[src/rtl/gf2_polydiv.sv]
// -----------------------------------------------------------------------------
// gf2_polydiv
//
// Bit-serial GF(2) polynomial divider. Given a dividend a (AW coefficients) and
// a monic divisor b (BW coefficients, degree BW-1) it returns quotient q and
// remainder r with a = q*b XOR r (carry-less product), deg r < BW-1.
// One quotient bit is resolved per clock, from the top coefficient down.
//
// Ports
//   clk        rising-edge clock
//   rst_n      asynchronous active-low reset
//   in_valid   dividend/divisor offered
//   in_ready   block can accept (high only in IDLE, also during reset)
//   a[0:AW-1]  dividend, a[i] is the coefficient of x^i
//   b[0:BW-1]  divisor,  b[i] is the coefficient of x^i
//   out_valid  result held
//   out_ready  consumer takes the result
//   q[0:QW-1]  quotient,  q[i] is the coefficient of x^i
//   r[0:RW-1]  remainder, r[i] is the coefficient of x^i
//   err        divisor rejected because its top coefficient is zero
//
// Handshake: a transfer happens on a rising edge where valid and ready are both
// high. The input side is accepted only in IDLE; the result is offered in DONE
// and stays stable until the edge on which out_ready is high.
// -----------------------------------------------------------------------------
module gf2_polydiv #(
  parameter  int AW = 27,
  parameter  int BW = 14,
  localparam int QW = AW - BW + 1,
  localparam int RW = BW - 1
) (
  input  logic          clk,
  input  logic          rst_n,
  input  logic          in_valid,
  output logic          in_ready,
  input  logic [0:AW-1] a,
  input  logic [0:BW-1] b,
  output logic          out_valid,
  input  logic          out_ready,
  output logic [0:QW-1] q,
  output logic [0:RW-1] r,
  output logic          err
);

  localparam int CW = (QW > 1) ? $clog2(QW) : 1;

  typedef enum logic [1:0] {
    S_IDLE = 2'd0,
    S_RUN  = 2'd1,
    S_DONE = 2'd2
  } state_t;

  // Control state kept together so the FSM position and step count can be
  // observed as one unit.
  typedef struct packed {
    state_t          state;
    logic [CW-1:0]   cnt;
  } ctrl_t;

  ctrl_t          ctrl_q, ctrl_d;
  // Internally every polynomial is a little-endian packed vector: bit i is x^i.
  logic [AW-1:0]  rem_q, rem_d;       // working remainder R
  logic [BW-1:0]  div_q, div_d;       // latched divisor
  logic [QW-1:0]  quo_q, quo_d;       // quotient being built
  logic [RW-1:0]  rout_q, rout_d;     // remainder presented on r
  logic           err_q, err_d;
  logic           out_valid_q, out_valid_d;

  logic [AW-1:0]  a_le;
  logic [BW-1:0]  b_le;
  logic [CW-1:0]  shift;              // i-(BW-1) for the coefficient under test
  logic [AW-1:0]  probe;              // one-hot mask selecting R[i]
  logic [AW-1:0]  div_shift;          // divisor aligned under R[i]
  logic           top_bit;

  // Port arrays are ascending; convert to the internal bit order.
  always_comb begin
    a_le = '0;
    b_le = '0;
    for (int i = 0; i < AW; i++) a_le[i] = a[i];
    for (int i = 0; i < BW; i++) b_le[i] = b[i];
  end

  always_comb begin
    q = '0;
    r = '0;
    for (int i = 0; i < QW; i++) q[i] = quo_q[i];
    for (int i = 0; i < RW; i++) r[i] = rout_q[i];
  end

  assign in_ready  = (ctrl_q.state == S_IDLE);
  assign out_valid = out_valid_q;
  assign err       = err_q;

  // Step cnt examines coefficient i = AW-1-cnt, i.e. shift = QW-1-cnt.
  assign shift     = CW'(QW - 1) - ctrl_q.cnt;
  assign probe     = AW'(1) << (32'(shift) + (BW - 1));
  assign top_bit   = |(rem_q & probe);
  assign div_shift = AW'(div_q) << shift;

  always_comb begin
    ctrl_d      = ctrl_q;
    rem_d       = rem_q;
    div_d       = div_q;
    quo_d       = quo_q;
    rout_d      = rout_q;
    err_d       = err_q;
    out_valid_d = out_valid_q;

    case (ctrl_q.state)
      S_IDLE: begin
        if (in_valid) begin
          rem_d      = a_le;
          div_d      = b_le;
          quo_d      = '0;
          ctrl_d.cnt = '0;
          if (b_le[BW-1]) begin
            ctrl_d.state = S_RUN;
          end else begin
            // Non-monic divisor: report straight away, no division steps.
            ctrl_d.state = S_DONE;
            err_d        = 1'b1;
            rout_d       = '0;
            out_valid_d  = 1'b1;
          end
        end
      end

      S_RUN: begin
        if (top_bit) begin
          rem_d = rem_q ^ div_shift;
          quo_d = quo_q | (QW'(1) << shift);
        end
        if (ctrl_q.cnt == CW'(QW - 1)) begin
          // Last step: everything at or above x^(BW-1) has been cancelled.
          rout_d       = rem_d[RW-1:0];
          ctrl_d.state = S_DONE;
          out_valid_d  = 1'b1;
        end else begin
          ctrl_d.cnt = ctrl_q.cnt + CW'(1);
        end
      end

      S_DONE: begin
        if (out_ready) begin
          out_valid_d  = 1'b0;
          err_d        = 1'b0;
          ctrl_d.state = S_IDLE;
        end
      end

      default: begin
        ctrl_d.state = S_IDLE;
      end
    endcase
  end

  always_ff @(posedge clk or negedge rst_n) begin
    if (!rst_n) begin
      ctrl_q      <= '{state: S_IDLE, cnt: '0};
      rem_q       <= '0;
      div_q       <= '0;
      quo_q       <= '0;
      rout_q      <= '0;
      err_q       <= 1'b0;
      out_valid_q <= 1'b0;
    end else begin
      ctrl_q      <= ctrl_d;
      rem_q       <= rem_d;
      div_q       <= div_d;
      quo_q       <= quo_d;
      rout_q      <= rout_d;
      err_q       <= err_d;
      out_valid_q <= out_valid_d;
    end
  end

endmodule

[config.mk]
export PLATFORM = sky130hd
export DESIGN_NAME = gf2_polydiv
export DESIGN_NICKNAME = d
export VERILOG_FILES = /design/src/rtl/gf2_polydiv.sv
export SDC_FILE = /design/constraint.sdc
export NUM_CORES = 1
export LEC_CHECK = 0
export CORE_MARGIN = 5
export CORE_UTILIZATION = 45
export CTS_CLUSTER_SIZE = 20
export DETAILED_ROUTE_END_ITERATION = 12
export PLACE_DENSITY = 0.8
export SLEW_MARGIN = 20
export SYNTH_ARGS = -nofsm -noshare
export SYNTH_HDL_FRONTEND = slang
export SYNTH_SLANG_ARGS = --single-unit
[constraint.sdc]
create_clock -name clk -period 4.91 [get_ports clk]
set_input_delay 0.982 -clock clk [delete_from_list [all_inputs] [get_ports clk]]
set_output_delay 0.982 -clock clk [all_outputs]
set_load 0.005 [all_outputs]
==> impl_summary.md, run 1 <==
Run
The number of max-cap violations is 0.

Placement
Input and output buffers added on the ports amount to 74. The placement-stage worst setup slack is 1.178 ns. At the end of routability-driven placement, the weighted congestion stood at 0.8864. The HPWL after detailed placement is around 9200 um.

Synthesis
By area the synthesized netlist is led by dfrtp_1 39%, nand2_1 6.6%, mux4_2 4.6%. The share of the Yosys chip area taken by registers is 39.14%. For this run, the number of Yosys warnings is 0.

The most instantiated flip-flop cell in the synthesis netlist is dfrtp_1. After synthesis, the netlist uses 57 different library cells. After synthesis, the share of flip-flops with an asynchronous set or reset is 100.0%.

In the synthesized netlist, the number of instances is between 500 and 600. The mean cell area of the mapped netlist is 9.167 sq um. The cell area that synthesis handed to floorplanning was 4858 sq um.

Of all cell types, the one taking the most synthesized area is dfrtp_1. The fraction of synthesized cell area taken by the top area cell type is 39.14%. The flip-flop and latch count after synthesis is 76.

The number of nets handed over by synthesis was 587. The number of synthesized flops with an enable pin is 0.

Clocking
The later-pin clock latency in the skew report is between 0.3 and 0.4 ns. The number of clock sinks is 76. The H-tree was split into 3 levels. The number of setup buffers added after CTS is 0. Post-CTS repair changed the size of 0 cells. Buffers inserted to repair hold after CTS numbered 0. The clock buffer count from CTS is 9. In this run the clock root is driven by a clkbuf_8. The number of buffers on the longest clock path is 2. TritonCTS built the clock tree. The register clock-pin slew on the reported worst setup and hold paths is around 0.080 ns.

Floorplan
The placement row count is 38. 75 I/O pins were placed. The core region is 10,700 sq um.

The die area is 12,970 sq um. The width of the chip is 113.9 um. In this run the vertical extent of the chip is 113.9 um. For this configuration, the core starts out at a cell density of a little under half.

Critical path
The category of the worst setup path capture point is a flop. The type of origin of the critical path is a flop. Of all nets on the critical path, the largest fanout is 26. The start-to-end type of the worst setup path is reg -> reg. STA puts the critical path data arrival time at 4.12 ns. The setup slack of the worst register-to-register path is about 1.0 ns. The worst reg2reg path endpoint is rem_q[23]$_DFFE_PN0P_. The required time at the worst-slack endpoint is 5.15 ns.

The number of cells on the worst reg-to-reg path is 10. The reg-to-reg startpoint is ctrl_q[0]$_DFFE_PN0P_.

Cells and area
The repair_antennas step left the layout with diodes totalling 0. Relative to the synthesized area, the layout overhead comes to 20.94%. The filler cell count in the final layout is 972. The utilization of the core after routing is 54.92%. The count of nets after finishing is 640. The post-route netlist has 9.556% of its cells at a drive strength greater than 1.

Route
For this block, the initial DRC count from the detailed router was 398. The length of the first detailed-routing pass in iterations is 5. The mean routed wirelength per cell is 18.10 um. After detailed routing, the number of remaining DRC violations is 0. The routed design has around 13,000 um of wire. The number of antenna-violating nets in the routed design is 0.

For this block, the via count after detailed routing is about 4,300. The vias per cell is 5.968.

Hold path
The min-delay analysis places its worst path in the category reg -> reg. The terminating pin of the worst hold path is rout_q[9]$_DFFE_PN0P_. Along the worst hold path, the cell count comes to 2. The startpoint of the most critical hold path is rout_q[9]$_DFFE_PN0P_.

Timing
The worst path meets setup with 1.036 ns of slack. Summed over all failing endpoints, the final setup total negative slack is 0 ns. The final hold violation count is 0.

Derived from the worst setup path, the maximum achievable clock frequency is 258.1 MHz. The clock period could shrink to 3.874 ns. The number of setup violations in the final report is 0. The worst hold slack is 0.4760 ns. In this run the tightest slew margin relative to its limit is 28.99%. Setup repair after global routing left no endpoint under its margin. The max-slew violation total from the final report is 0.

Dividing the final minimum period by the clock period gives 78.91%. The setup clock skew after layout is 0.005552 ns. The transition time of the tightest slew-check pin is 1.063 ns.

GRT
For met3 alone, demand over resource in global routing was 3.820%. The busiest layer in global routing is met2. Entering global routing, the biggest net connects 77 pins. The number of antenna violations at the first check in global routing is 0. For met1 alone, demand over resource in global routing was 29.33%.

The first-pass GRT wire length is 21,870 um. The total overflow reported by the global router is 0. Global routing used 20.74% of the available tracks across all layers. The via count of the first global-routing pass was 4,287. Global routing used 32.12% of the available met2 tracks.

Pwr
The power per cell area is 621.9 nW/um^2. For this design the static power due to leakage is 2.508 nW. The overall power after layout is 3.654 mW. The worst vdd rail ir drop is 234.3 uV.

Run status
The flow ran to the end, and the final reports show no timing, DRC or antenna violations.
## cells in the final DEF (no fill, tap or decap), drive strengths merged, types with 6 or more instances in the layout
cell / instances
nand2: 86
dfrtp: 76
clkdlybuf4s50: 73
nor2: 34
o21ai: 33
nor3: 26
a21oi: 16
o22ai: 15
inv: 12
mux2i: 12
ha: 12
mux2: 12
and3: 11
mux4: 10
a31oi: 10
buf: 10
xnor2: 10
a211oi: 10
clkbuf: 9
a22oi: 8
o21a: 8
nand3: 7
nor2b: 6
o211ai: 6
o31ai: 6
a221o: 6
nor3b: 6
## power by group
group / switching, mW / internal (mW)
Clock: 0.232 / 0.331
Sequential: 0.260 / 0.841
Combinational: 1.16 / 0.835
## worst max-delay path, cell delays in order (launching register included)
cell       delay [ns]
dfrtp_1          0.55
inv_1            0.19
ha_1             0.47
a22oi_1          0.19
a2111oi_0        0.41
or3_1            0.32
nor3_4           0.12
a211oi_4         0.64
buf_4            0.40
mux2i_1          0.12
a221o_1          0.34
## flip-flops by register name, indices dropped and copies added, names as in the netlist
name / count
rem_q: 27
div_q: 14
quo_q: 14
rout_q: 13
ctrl_q: 6
err: 1
out_valid: 1
## through the flow
step	cell area [sq um]	cells
after global placement	5649	712
after detailed placement	5649	712
final	5876	726
after CTS	5876	726
after global routing	5876	726
after floorplan	4858	530
## worst max-delay path by stage
stage / from / end / cells after the start
final: ctrl_q[0]$_DFFE_PN0P_ / rem_q[23]$_DFFE_PN0P_ / 10
after global routing: ctrl_q[0]$_DFFE_PN0P_ / rem_q[23]$_DFFE_PN0P_ / 10
after CTS: ctrl_q[0]$_DFFE_PN0P_ / rem_q[23]$_DFFE_PN0P_ / 10
after detailed placement: ctrl_q[0]$_DFFE_PN0P_ / rem_q[23]$_DFFE_PN0P_ / 10
after global placement: ctrl_q[0]$_DFFE_PN0P_ / rem_q[23]$_DFFE_PN0P_ / 10
after floorplan: ctrl_q[0]$_DFFE_PN0P_ / rem_q[19]$_DFFE_PN0P_ / 16
## per-layer routing
layer / vias to the layer above / share of wire [%]
met3: 23 / 6.7
met2: 165 / 47
li1: 2035 / -
met5: - / 0
met4: 0 / 1.9
met1: 2110 / 45
## cell type report
class / count / area, sq um / area share, %
clock buffer: 9 / 123.9 / 2.108
clock inverter: 5 / 102.6 / 1.746
inverter: 12 / 45.04 / 0.7666
multi-input combinational: 401 / 2721 / 46.32
sequential: 76 / 1902 / 32.37
tap: 140 / 175.2 / 2.981
timing repair buffer: 83 / 805.8 / 13.71
## cell families (layout without fill, tap and decap cells)
family	count (synthesis)	in the layout	share of synthesized area (%)
XOR/XNOR	13	13	2.730
multiplexers	34	34	9.889
AO/OA/AOI/OAI	143	143	20.60
buffers and inverters	53	109	4.996
flip-flops	76	76	39.14
adder cells (fa/ha/maj)	12	12	3.090
AND/OR/NAND/NOR	199	199	19.55
## Yosys cell counts (all sizes together), types with 2 or more instances
| library cell | instances |
|---|---|
| nand2b | 5 |
| mux2 | 12 |
| or2 | 2 |
| nand4 | 2 |
| nor3 | 26 |
| a41oi | 5 |
| o211ai | 6 |
| nor3b | 6 |
| or3 | 4 |
| and2 | 2 |
| a21oi | 16 |
| ha | 12 |
| a31oi | 10 |
| a21o | 2 |
| o21a | 8 |
| and3 | 11 |
| nor2b | 6 |
| nand2 | 86 |
| inv | 12 |
| buf | 19 |
| nor2 | 34 |
| clkbuf | 22 |
| a221o | 6 |
| xor2 | 3 |
| a211o | 5 |
| nand3 | 7 |
| a211oi | 10 |
| and4 | 5 |
| o31ai | 6 |
| dfrtp | 76 |
| a22oi | 8 |
| a22o | 3 |
| and3b | 2 |
| a32oi | 4 |
| o21ai | 33 |
| mux4 | 10 |
| mux2i | 12 |
| a2111oi | 2 |
| a222oi | 2 |
| o22ai | 15 |
| xnor2 | 10 |
Power figures use the tool's default switching activity.
==> run 2: changes to the inputs <==
PLACE_DENSITY = 0.82   (was 0.8)
clock period = 3.4 ns   (was 4.91 ns; I/O delays follow)
==> run 2 against run 1 <==
  * Global-route usage is 0.078 points lower
  * Clock-buffer cell count is 1 higher
  * Power is 49% higher
  * Flip-flop and latch count stayed put
  * Worst setup slack worse by 0.73 ns
  * Maximum frequency is 25% higher
  * Critical endpoint is now rem_q[18]$_DFFE_PN0P_
==> impl_summary.md, run 2 (same netlist as run 1, synthesis figures left out) <==
Floorplan
The initial standard-cell utilization of the core is 45.42% (unchanged). The floorplan die height is 113.9 um (unchanged). The placement row count is 38 (unchanged).

The core area came to 10,700 sq um (unchanged). The I/O pin count came to 75 (unchanged). The width of the chip is 113.9 um (unchanged). The die area is 12,970 sq um (unchanged).

Timing
The accumulated negative setup slack is 0 ns (unchanged). The setup clock skew after layout is 0.009724 ns (was 0.005552 ns). The number of setup violations in the final report was 0 (unchanged). The clock period minus worst slack was 3.096 ns (was 3.874 ns). The share of the cycle needed by the critical path after routing is 91.05% (was 78.91%). The post-route worst setup slack is 0.3041 ns (was 1.036 ns). The final hold violation count came to 0 (unchanged).

Unrepaired setup endpoints after global routing: false (unchanged). The transition time of the tightest slew-check pin was 0.9509 ns (was 1.063 ns). The max-slew violation total from the final report is 0 (unchanged). The relative slew slack is 36.61% (was 28.99%). The highest attainable clock frequency was 323.0 MHz (was 258.1 MHz).

The worst hold slack was 0.4805 ns (was 0.4760 ns).

Clocking
The count of cells resized by post-cts repair is 0 (unchanged). The later-pin clock latency in the skew report is 0.35 ns (was 0.36 ns). The clock root buffer is clkbuf_8 (unchanged). The register clock-pin slew on the reported worst setup and hold paths is 0.08 ns (about the same). The number of buffers inserted for hold repair after clock tree synthesis is 0 (unchanged). The number of clock sinks is 76 (unchanged). The clock tree from TritonCTS is done (unchanged). The number of setup buffers added after CTS is 0 (unchanged). The clock buffer count from CTS is 9 (unchanged).

The number of buffers on the longest clock path was 2 (unchanged). The level count of the clock H-tree is 3 (unchanged).

Cells and area
Registers with the highest flip-flop counts: rem_q: 27 flops, div_q: 14 flops, quo_q: 14 flops (unchanged). The most flop-heavy register is rem_q (unchanged). The flip-flop count of the largest register after layout is 27 (unchanged). The most common library cell in the layout ignoring fill and taps is nand2_1 (unchanged). The fraction of final layout cells with drive strength greater than 1 is 11.83% (was 9.556%).

The utilization of the core after routing came to 56.23% (was 54.92%). The count of nets after finishing is 652 (was 640). Most frequent cells in the layout: 86 x nand2_1, 76 x dfrtp_1, 73 x clkdlybuf4s50_1, 33 x nor2_1, 29 x o21ai_0 (unchanged). The area added between synthesis and finish is 23.82% (was 20.94%). The number of inserted diodes was 0 (unchanged).

The filler cell count in the final layout is 942 (was 972).

Critical path
The critical path startpoint is ctrl_q[1]$_DFFE_PN0P_ (was ctrl_q[0]$_DFFE_PN0P_). Critical Path, Cell by Cell: inv_1, ha_1, or3_4, a21oi_4, nor3_4, a211oi_4, buf_8, mux2_2, o21ai_1 (was inv_1, ha_1, a22oi_1, a2111oi_0, or3_1, nor3_4, a211oi_4, buf_4, mux2i_1, a221o_1). The kind of cell adding the most delay to the critical path was compound AO/OA/AOI/OAI gates (unchanged). The maximum fanout along the worst path was 36 (was 26). The required time at the worst-slack endpoint was 3.67 ns (was 5.15 ns). The worst path buffer plus inverter count is 2 (unchanged). The category of the worst setup path capture point is a flop (unchanged). The start-to-end type of the worst setup path is reg -> reg (unchanged). The reg-to-reg startpoint is ctrl_q[1]$_DFFE_PN0P_ (was ctrl_q[0]$_DFFE_PN0P_). The cell at the slowest stage of the critical path was dfrtp_1 (was a211oi_4).

The type of origin of the critical path is a flop (unchanged). The data arrival time at the worst-slack endpoint came to 3.36 ns (was 4.12 ns). The delay contributed by the slowest stage of the critical path is 0.49 ns (was 0.64 ns).

GRT
The first-pass GRT wire length is 21,740 um (was 21,870 um). The via count of the first global-routing pass came to 4,313 (was 4,287). The pin count of the biggest net entering global routing is 77 (unchanged). The number of antenna violations at the first check in global routing is 0 (unchanged). The total overflow reported by the global router is 0 (unchanged). The total global routing track utilization is 20.66% (was 20.74%).

Route
The starting DRC count in detailed routing came to 468 (was 398). The post-detailed-route DRC marker count is 0 (unchanged). The mean routed wirelength per cell came to 17.93 um (was 18.10 um). The vias per cell is 5.928 (was 5.968). The total wire length came to 13,270 um (was 13,140 um).

The length of the first detailed-routing pass in iterations is 5 (unchanged). The total number of vias is 4,387 (was 4,333). The number of antenna-violating nets in the routed design is 0 (unchanged).

Placement
The HPWL after detailed placement came to 9489 um (was 9229 um). The placement-stage worst setup slack is 0.07262 ns (was 1.178 ns). The number of I/O port buffers is 74 (unchanged). The weighted congestion at the end of routability-driven global placement is 0.9696 (was 0.8864).

Pwr
The overall power after layout is 5.462 mW (was 3.654 mW). The worst vdd rail ir drop is 339.0 uV (was 234.3 uV). The static power due to leakage came to 2.588 nW (was 2.508 nW). The power per cell area is 908.0 nW/um^2 (was 621.9 nW/um^2).

Hold path
The worst hold path class is in -> async (was reg -> reg).

Run status
Status: finished clean (unchanged).

Run
The number of max-cap violations was 0 (unchanged).
-- run 2: worst paths after layout --
path / slack (ns) / cells after the start / end
setup reg to reg: 0.30 / 9 / rem_q[18]$_DFFE_PN0P_
hold reg to reg: 0.49 / 2 / rout_q[9]$_DFFE_PN0P_
hold / removal: 0.48 / 1 / err$_DFFE_PN0P_
max in group asynchronous: 2.31 / 1 / quo_q[0]$_DFFE_PN0P_
setup / recovery: 0.30 / 9 / rem_q[18]$_DFFE_PN0P_
min in group clk: 0.49 / 2 / rout_q[9]$_DFFE_PN0P_
-- run 2: worst reg2reg max path, delay by kind of cell, from the launching register on --
| family | cells | cell delay [ns] |
|---|---|---|
| AOI/OAI and AO/OA | 3 | 0.76 |
| and+or+nand+nor | 2 | 0.57 |
| DFF | 1 | 0.49 |
| buffers and inverters | 2 | 0.43 |
| adders and majority gates | 1 | 0.42 |
| muxes | 1 | 0.36 |
-- run 2: layer usage --
metal	vias up	routed length (um)	global-route usage [%]
li1	2074	-	-
met1	2122	5878	28.32
met2	168	6273	33.18
met3	23	845	3.926
met4	0	273	6.730
met5	-	0	0
-- run 2: area by class of cell --
type                            count  area, sq um  share of cell area (%)
Inverter                           12        45.04                  0.7488
Tap cell                          140        175.2                   2.912
Clock buffer                       10        127.6                   2.121
Timing Repair Buffer               95        903.4                   15.02
Clock inverter                      6        136.4                   2.267
Sequential cell                    76         1902                   31.61
Multi-Input combinational cell    401         2726                   45.32
-- run 2: where the power goes --
group | switching [mW] | internal [mW]
registers | 0.360 | 1.21
logic | 1.70 | 1.28
clock network | 0.347 | 0.564
-- run 2: through the flow --
step,cells,cell area [sq um]
finish,740,6016
global route,740,6016
CTS,740,6003
detailed placement,724,5739
global placement,724,5739
floorplan,530,4862
==> run 3: changes to the inputs <==
PLACE_DENSITY = unset   (was 0.82)
PLACE_DENSITY_LB_ADDON = 0.2   (was unset)
==> run 3 against run 2 <==
  * Sequential share of layout area rose by 0.43 points
  * Combinational power barely moved
  * Clock power fell by 31%
  * Die area did not move
  * Critical endpoint is now rem_q[17]$_DFFE_PN0P_
  * Wire length rose by 0.84%
  * Highest routed layer unchanged
  * Largest cell class unchanged
  * Hold slack got worse by 0.23 ns
  * Via count fell by 2.4%
  * Register-to-register slack got worse by 0.13 ns
==> impl_summary.md, run 3 (same netlist as run 1, synthesis figures left out) <==
Timing
The clock period minus worst slack is 3.225 ns (was 3.096 ns). The relative slew slack came to 62.42% (was 36.61%). The max-slew violation total from the final report is 0 (unchanged). The transition time of the tightest slew-check pin is 0.5579 ns (was 0.9509 ns). The highest attainable clock frequency is 310.1 MHz (was 323.0 MHz). The setup clock skew after layout came to 0.01007 ns (was 0.009724 ns). The final hold violation count is 0 (unchanged). The share of the cycle needed by the critical path after routing is 94.84% (was 91.05%). The number of setup violations in the final report is 0 (unchanged). Unrepaired setup endpoints after global routing: false (unchanged).

Clocking
The number of buffers on the longest clock path was 2 (unchanged). The later-pin clock latency in the skew report is 0.36 ns (was 0.35 ns). The clock tree from TritonCTS is done (unchanged). The register clock-pin slew on the reported worst setup and hold paths is 0.08 ns (about the same).

The clock root buffer is clkbuf_8 (unchanged). The level count of the clock H-tree is 3 (unchanged). The number of setup buffers added after CTS was 0 (unchanged).

The clock buffer count from CTS is 9 (unchanged). The number of clock sinks is 76 (unchanged).

Critical path
The start-to-end type of the worst setup path is reg -> reg (unchanged). The maximum fanout along the worst path came to 36 (unchanged). The category of the worst setup path capture point was a flop (unchanged). The reg-to-reg startpoint is ctrl_q[1]$_DFFE_PN0P_ (unchanged). The number of cells on the worst reg-to-reg path is 9 (unchanged). The setup slack of the worst register-to-register path is 0.18 ns (was 0.30 ns). The data arrival time at the worst-slack endpoint is 3.51 ns (was 3.36 ns).

The required time at the worst-slack endpoint came to 3.69 ns (was 3.67 ns). The type of origin of the critical path is a flop (unchanged). The worst reg2reg path endpoint is rem_q[17]$_DFFE_PN0P_ (was rem_q[18]$_DFFE_PN0P_).

Floorplan
The I/O pin count is 75 (unchanged). The floorplan die height is 113.9 um (unchanged). The placement row count is 38 (unchanged).

The initial standard-cell utilization of the core is 45.42% (unchanged). The core area is 10,700 sq um (unchanged). The width of the chip is 113.9 um (unchanged).

The die area was 12,970 sq um (unchanged).

Route
The total number of vias is 4,283 (was 4,387). The post-detailed-route DRC marker count was 0 (unchanged). The total wire length is 13,380 um (was 13,270 um).

The number of antenna-violating nets in the routed design is 0 (unchanged). The starting DRC count in detailed routing is 308 (was 468). The vias per cell was 5.804 (was 5.928). The length of the first detailed-routing pass in iterations is 5 (unchanged). The mean routed wirelength per cell is 18.13 um (was 17.93 um).

Placement
The HPWL after detailed placement is 9622 um (was 9489 um). The weighted congestion at the end of routability-driven global placement was 0.8966 (was 0.9696). The number of I/O port buffers came to 74 (unchanged). The total placed cells including tap cells came to 722 (was 724). The instance area at placement was 5737 sq um (was 5739 sq um).

Cells and area
Registers with the highest flip-flop counts: rem_q: 27 flops, div_q: 14 flops, quo_q: 14 flops (unchanged). The final standard cell count with taps included and fillers excluded is 738 (was 740). The area added between synthesis and finish is 22.23% (was 23.82%). The post-route standard cell area excluding fillers came to 5938 sq um (was 6016 sq um).

The number of inserted diodes is 0 (unchanged). The flip-flop count of the largest register after layout is 27 (unchanged). The fraction of final layout cells with drive strength greater than 1 was 11.20% (was 11.83%). The most common library cell in the layout ignoring fill and taps is nand2_1 (unchanged).

The count of nets after finishing is 651 (was 652). The most flop-heavy register is rem_q (unchanged). The utilization of the core after routing was 55.51% (was 56.23%). Most frequent cells in the layout: 86 x nand2_1, 75 x dfrtp_1, 73 x clkdlybuf4s50_1, 33 x nor2_1, 29 x o21ai_0 (was 86 x nand2_1, 76 x dfrtp_1, 73 x clkdlybuf4s50_1, 33 x nor2_1, 29 x o21ai_0).

Pwr
The clock power share is 12.2% (was 16.7%). The share of total power consumed by net switching was 46.04% (was 44.03%). The net switching component of the power is 2.380 mW (was 2.405 mW).

The cell internal power dissipation is 2.790 mW (was 3.057 mW). The worst vdd rail ir drop is 377.6 uV (was 339.0 uV). The power per cell area is 870.6 nW/um^2 (was 908.0 nW/um^2). The static power due to leakage was 2.551 nW (was 2.588 nW). The combinational share of power was 57.1% (was 54.5%). The register share of total power is 30.7% (was 28.8%).

GRT
The pin count of the biggest net entering global routing was 77 (unchanged). The via count of the first global-routing pass came to 4,203 (was 4,313). The total overflow reported by the global router is 0 (unchanged).

The number of antenna violations at the first check in global routing is 0 (unchanged). The first-pass GRT wire length was 21,940 um (was 21,740 um). The total global routing track utilization was 21.24% (was 20.66%).

Run
The number of max-cap violations is 0 (unchanged).

Hold path
The worst hold path class is in -> async (unchanged).

Run status
Status: finished clean (unchanged).
-- run 3: cell count changes in the layout (fill, tap and decap cells not counted), moves of 2 or more --
cell	before	now
clkbuf_8	9	11
bufinv_16	4	0
buf_4	21	18
clkinv_2	0	2
-- run 3: layout make-up --
cell class / count / area [sq um]
Tap cell: 140 / 175.2
Sequential cell: 76 / 1903
Multi-Input combinational cell: 401 / 2721
Fill cell: 1013 / 4760
Clock buffer: 13 / 158.9
Inverter: 12 / 45.04
Timing Repair Buffer: 94 / 924.6
Clock inverter: 2 / 10.01
-- run 3: what timing repair did --
item,4_1_cts,5_1_grt
gates resized for setup,1,1
hold buffers,0,0
endpoints found under the setup margin,3,10
hold endpoints to repair,0,0
-- run 3: worst max-delay path by stage --
| stage | startpoint | to | slack, ns |
|---|---|---|---|
| after floorplan | ctrl_q[0]$_DFFE_PN0P_ | rem_q[14]$_DFFE_PN0P_ | 0.03 |
| after global placement | ctrl_q[1]$_DFFE_PN0P_ | rem_q[18]$_DFFE_PN0P_ | 0.18 |
| final | ctrl_q[1]$_DFFE_PN0P_ | rem_q[17]$_DFFE_PN0P_ | 0.18 |
| after detailed placement | ctrl_q[1]$_DFFE_PN0P_ | rem_q[17]$_DFFE_PN0P_ | -0.004 |
| after CTS | ctrl_q[1]$_DFFE_PN0P_ | rem_q[17]$_DFFE_PN0P_ | 0.07 |
| after global routing | ctrl_q[1]$_DFFE_PN0P_ | rem_q[18]$_DFFE_PN0P_ | 0.03 |
-- run 3: critical path, cell delays in order, from the launching register on --
cell,delay (ns)
dfrtp_2,0.49
inv_1,0.14
ha_1,0.42
ha_1,0.38
and4_1,0.39
nor3_4,0.13
a211oi_4,0.39
buf_6,0.31
mux2_2,0.36
o21ai_1,0.13
-- run 3: routing by layer --
layer | share of wire [%] | GRT usage [%]
met2 | 47 | 33.65
met5 | 0 | 0
met1 | 46 | 28.76
met3 | 5.7 | 4.562
met4 | 2.0 | 7.838
-- run 3: power by group through the flow --
stage | clock [mW] | combinational, mW | sequential, mW
2_1_floorplan | 0 | 2.16 | 1.48
3_3_place_gp | 0 | 2.86 | 1.58
3_5_place_dp | 0 | 2.92 | 1.59
4_1_cts | 0.648 | 2.94 | 1.58
5_1_grt | 0.682 | 3.26 | 1.64
6_report | 0.630 | 2.95 | 1.59
-- run 3: metrics by stage --
step           setup WS [ns]  total power [mW]    TNS, ns  hold WS, ns
3_3_place_gp          0.1834             4.435          0       0.4636
3_5_place_dp       -0.003669             4.516  -0.003669       0.4698
2_1_floorplan        0.03284             3.638          0       0.3844
4_1_cts              0.06897             5.166          0       0.4863
6_report              0.1754             5.170          0       0.2553
5_1_grt              0.02709             5.579          0       0.2787
